===== config.mk =====
export PLATFORM = sky130hd
export DESIGN_NAME = dac_tx_framer
export DESIGN_NICKNAME = d
export VERILOG_FILES = /design/src/rtl/dac_tx_framer.sv
export SDC_FILE = /design/constraint.sdc
export NUM_CORES = 1
export LEC_CHECK = 0
export BUFFER_PORTS_ARGS = -buffer_cell sky130_fd_sc_hd__buf_4
export CORE_MARGIN = 2
export CORE_UTILIZATION = 35
export DETAILED_ROUTE_END_ITERATION = 8
export PLACE_DENSITY = 0.56
export RECOVER_POWER = 50
export SLEW_MARGIN = 20
export SYNTH_ARGS = -nofsm -noshare
export SYNTH_HDL_FRONTEND = slang
export SYNTH_SLANG_ARGS = --single-unit

===== constraint.sdc =====
create_clock -name clk -period 3.1 [get_ports clk]
set_input_delay 0.31 -clock clk [delete_from_list [all_inputs] [get_ports clk]]
set_output_delay 0.31 -clock clk [all_outputs]
set_load 0.03 [all_outputs]

===== src/rtl/dac_tx_framer.sv =====
// Sample-frame FIFO feeding a slot-multiplexed DAC output, with ramp, midscale
// and zero test sources selected at each frame boundary.
module dac_tx_framer #(
  parameter int DATA_W     = 12,
  parameter int NUM_CH     = 2,
  parameter int FIFO_DEPTH = 8,
  parameter int RAMP_STEP  = 1
) (
  input  logic                               clk,
  input  logic                               rst_n,
  input  logic                               en,
  input  logic [1:0]                         mode,
  input  logic                               s_valid,
  output logic                               s_ready,
  input  logic [NUM_CH*DATA_W-1:0]           s_data,
  output logic [DATA_W-1:0]                  tx_data,
  output logic                               tx_strobe,
  output logic                               tx_valid,
  output logic [$clog2(FIFO_DEPTH+1)-1:0]    fifo_level,
  output logic                               underflow,
  input  logic                               clr_underflow
);

  localparam int SLOT_W = (NUM_CH > 1) ? $clog2(NUM_CH) : 1;
  localparam int PTR_W  = $clog2(FIFO_DEPTH);
  localparam int LVL_W  = $clog2(FIFO_DEPTH + 1);
  localparam int FW     = NUM_CH * DATA_W;
  localparam logic [DATA_W-1:0] MID  = {1'b1, {(DATA_W-1){1'b0}}};
  localparam logic [DATA_W-1:0] STEP = DATA_W'(RAMP_STEP);

  logic [FW-1:0]     mem [FIFO_DEPTH];
  logic [PTR_W-1:0]  wr_ptr_q, rd_ptr_q;
  logic [LVL_W-1:0]  level_q;
  logic [SLOT_W-1:0] slot_q;
  logic [DATA_W-1:0] ramp_q;
  logic [FW-1:0]     frame_q;
  logic [DATA_W-1:0] tx_data_q;
  logic              tx_strobe_q, tx_valid_q, underflow_q;

  logic [FW-1:0]     mid_frame, ramp_frame, fetch_frame;
  logic [DATA_W-1:0] frame_ch [NUM_CH];
  logic [DATA_W-1:0] tx_data_d;
  logic              fetch, empty, push, pop, starve;

  genvar gi;
  generate
    for (gi = 0; gi < NUM_CH; gi++) begin : g_ch
      assign mid_frame[gi*DATA_W +: DATA_W]  = MID;
      assign ramp_frame[gi*DATA_W +: DATA_W] = ramp_q;
      assign frame_ch[gi]                    = frame_q[gi*DATA_W +: DATA_W];
    end
  endgenerate

  assign empty   = (level_q == '0);
  assign s_ready = (level_q < LVL_W'(FIFO_DEPTH));
  assign push    = s_valid && s_ready;
  assign fetch   = en && (slot_q == '0);
  // Pop sees only the pre-edge level, so a same-cycle push is never bypassed.
  assign pop     = fetch && (mode == 2'd0) && !empty;
  assign starve  = fetch && (mode == 2'd0) && empty;

  always_comb begin
    fetch_frame = '0;
    case (mode)
      2'd0:    fetch_frame = empty ? mid_frame : mem[rd_ptr_q];
      2'd1:    fetch_frame = ramp_frame;
      2'd2:    fetch_frame = mid_frame;
      default: fetch_frame = '0;
    endcase
  end

  // Slot 0 is emitted straight from the frame being fetched this cycle.
  assign tx_data_d = (slot_q == '0) ? fetch_frame[DATA_W-1:0] : frame_ch[slot_q];

  always_ff @(posedge clk) begin
    if (push) mem[wr_ptr_q] <= s_data;
  end

  always_ff @(posedge clk) begin
    if (!rst_n) begin
      wr_ptr_q    <= '0;
      rd_ptr_q    <= '0;
      level_q     <= '0;
      slot_q      <= '0;
      ramp_q      <= '0;
      frame_q     <= '0;
      tx_data_q   <= MID;
      tx_strobe_q <= 1'b0;
      tx_valid_q  <= 1'b0;
      underflow_q <= 1'b0;
    end else begin
      if (push) wr_ptr_q <= wr_ptr_q + 1'b1;
      if (pop)  rd_ptr_q <= rd_ptr_q + 1'b1;
      case ({push, pop})
        2'b10:   level_q <= level_q + 1'b1;
        2'b01:   level_q <= level_q - 1'b1;
        default: level_q <= level_q;
      endcase

      if (en) begin
        slot_q      <= (slot_q == SLOT_W'(NUM_CH - 1)) ? '0 : slot_q + 1'b1;
        tx_data_q   <= tx_data_d;
        tx_strobe_q <= (slot_q == '0);
        tx_valid_q  <= 1'b1;
        if (fetch) begin
          frame_q <= fetch_frame;
          if (mode == 2'd1) ramp_q <= ramp_q + STEP;
        end
      end else begin
        slot_q      <= '0;
        tx_data_q   <= MID;
        tx_strobe_q <= 1'b0;
        tx_valid_q  <= 1'b0;
      end

      if (starve)             underflow_q <= 1'b1;
      else if (clr_underflow) underflow_q <= 1'b0;
    end
  end

  assign tx_data    = tx_data_q;
  assign tx_strobe  = tx_strobe_q;
  assign tx_valid   = tx_valid_q;
  assign fifo_level = level_q;
  assign underflow  = underflow_q;

endmodule


==> flow_summary.yaml <==
setup_path:
  startpoint: "fifo_level[0]"
  endpoint_kind: "register"
  cp.required_ps: 3550
  critPathMaxStageDelay_ps: 610
  r2r_slack_ps: 380
  endpoint: "fifo_level[2]"
  worst-setup-path-type: "reg2reg"
  worst_path_max_delay_cell: "or4_1"
  path_cells: "or4_1 > nand3_1 > inv_1 > ha_1 > xor2_1 > ha_1 > a21oi_1 > xor2_1 > or3_1 > a21oi_1"
  crit_fanout: 7
  cp_num_buf_inv: 1
  r2r_cells: 10
  rr_endpoint: "fifo_level[2]"
  start_kind: "register"
  critical_path_depth: 10
  reg2reg_from: "fifo_level[0]"
  critical_path_arrival_ps: 3170
  cp_top_family: "simple AND/OR/NAND/NOR gates"
floorplanning:
  num_rows: 60
  die_h_um: 169
  start_util_pct: 35.5
  dieArea_sq_um: 28600
  design.core.area_sq_um: 26900
  io_pins: 51
  die_w_um: 169
cts:
  clk_latency_ps: 520
  cts_tree: "done"
  clk_path_buf_depth: 3
  cts_root_buf: "clkbuf_16"
  cts.repair.resized: 0
  clock-sinks: 245
  h-tree-depth: 1
  cts_setup_buffers: 0
  cts_hold_buffers: 0
  path_clk_slew_ps: 60
  numCtsBuffers: 27
global_routing:
  antenna_found_initial: 0
  overflow: 0
  grt_pass1_vias: 5498
  grt_max_degree: 25
  grt_pass1_wl_mm: 31.4
  grt_use_total_pct: 14.4
synth:
  syn_avg_cell_area_sq_um: 16.3
  synth_warnings: 0
  yosys.area.top_type: "edfxtp_1"
  ys_ff_latch: 245
  synthTopCellsByArea: "edfxtp_1 (60%), dfxtp_1 (11%), mux4_2 (6.4%)"
  yosys.cell_types.count: 51
  synth_edf_count: 192
  syn_area_sq_um: 9540
  syn_nets: 622
  synthCells: 585
  async_reset_ff_share_pct: 0
  synth_top_area_share_pct: 60.4
  synthFlopType: "edfxtp_1"
  yosysSeqAreaShare_pct: 71.6
routing:
  detail-route-antenna-nets: 0
  first_pass_iters: 5
  drc: 0
  wire_per_inst_um: 20.0
  vias: 5286
  vias_per_cell: 5.21
  wl_mm: 20.3
  drt_iter0_drc: 433
timing:
  slew_headroom_pct: 50.5
  drv_slew: 0
  timing_hold_violations_final: 0
  setup_viol: 0
  timing.hold.ws_ps: 93.1
  rsz0062_at_grt: "no"
  max_freq_mhz: 367
  timing.setup.tns_ps: 0
  worstMarginPinSlew_ps: 740
  finalCritPeriodShare_pct: 87.8
  clock_skew_ps: 12.0
  post-route-min-period_ps: 2720
finish:
  finalNetCount: 690
  area_growth_pct: 15.6
  drive_gt1_share_pct: 16.3
  regArea_sq_um: 6830
  n_antenna_cell: 0
  multi_input_area_sq_um: 2520
  final_cells: 1015
  fillerInstances: 2443
power_and_ir_drop:
  p_per_area_nw_per_um2: 634
  p_leak_nw: 3.52
  vdd_ir_drop_max_mv: 0.363
hold_path:
  hold_class: "in2reg"
placed_design:
  dp.cells: 965
  place_congestion: 0.842
  dp_hpwl_mm: 13.2
  portBuffers: 50
status:
  run_status: "finished clean"
flow_run:
  drv_cap: 0
## worst min path at each step
stage                start     endpoint  cells past startpoint
4_1_cts         s_data[19]   mem[0][19]                      1
3_5_place_dp     underflow    underflow                      2
6_report                en    tx_strobe                      2
3_3_place_gp   frame_q[22]  frame_q[22]                      2
5_1_grt                 en    tx_strobe                      2
2_1_floorplan    s_data[0]    mem[0][0]                      0
## routing by layer
layer | share of wire [%] | wire length (um) | track usage (%)
met1 | 43 | 8840 | 19.1
met5 | 0 | 0 | 0
met3 | 4.7 | 959 | 2.17
met2 | 49 | 9980 | 24.1
met4 | 2.8 | 567 | 4.98
## cells in the final DEF, fill, tap and decap left out, types with 3 or more instances in the layout
cell       instances
a21oi_1           12
a22oi_1           20
a2bb2oi_1          9
and3_1             4
and3b_1            3
buf_4             25
clkbuf_1          54
clkbuf_16         27
clkinv_1           5
clkinv_2           4
dfxtp_1           50
dfxtp_2            3
edfxtp_1         192
ha_1               6
inv_1              6
mux2_2             9
mux2i_1           31
mux4_2            27
nand2_1           21
nand2b_1           8
nand3_1            9
nand4_1            3
nor2_1            21
nor2_2             5
nor2b_1            3
o21a_1             9
o21ai_0           26
o21ai_1           10
o22a_1            10
o22ai_1           12
or3_1              5
xor2_1            11
## metrics by stage
stage                     power (mW)  util [%]  instance area [sq um]  worst slack [ps]
final                           6.99      41.0                  11000               377
after global routing            7.24      41.0                  11000               236
after CTS                       7.09      41.7                  11200               433
after detailed placement        4.10      38.6                  10400               443
after global placement          4.09      38.6                  10400               605
after floorplan                 3.94         -                   9540              54.2
## synthesized netlist by cell type (4+ instances only)
cell type and instances:
o21a_1 9, clkbuf_1 7, a22oi_1 20, o21ai_0 26, mux4_2 27, or3_1 5
nand3_1 9, nand2b_1 8, edfxtp_1 192, mux2_2 9, o22a_1 10, xor2_1 11
and3_1 4, ha_1 6, buf_2 11, o22ai_1 12, nor3_1 4, buf_4 6
a2bb2oi_1 9, mux2i_1 31, o21ai_1 10, inv_1 6, buf_1 5, nor2_1 26
dfxtp_1 53, a21oi_1 12, nand2_1 21
## cell type report
cell class | count | share of cell area [%]
timing repair buffer | 72 | 3.45
clock inverter | 15 | 1.20
clock buffer | 35 | 6.40
inverter | 6 | 0.204
sequential | 245 | 62.0
multi-input combinational | 301 | 22.9
tap | 341 | 3.87
## state kept, by name (all words and copies together), names as in the netlist, named ones only
register,cells
ramp_q,12
fifo_level,4
tx_data,12
underflow,1
wr_ptr_q,3
slot_q,1
rd_ptr_q,3
tx_valid,1
tx_strobe,1
mem,192
frame_q,12
## cells by family after synthesis
family	synth area share, %
AO/OA/AOI/OAI	8.09
XOR/XNOR	1.19
adder cells (fa/ha/maj)	0.787
multiplexers	10.7
buffers and inverters	2.16
flip-flops	71.6
AND/OR/NAND/NOR	5.50
## power by group
group / internal (mW) / switching [mW] / total (mW)
Clock: 1.77 / 1.22 / 2.99
Sequential: 3.63 / 0.0430 / 3.67
Combinational: 0.119 / 0.208 / 0.327
Total: 5.52 / 1.47 / 6.99
(Power assumes the default switching activity.)
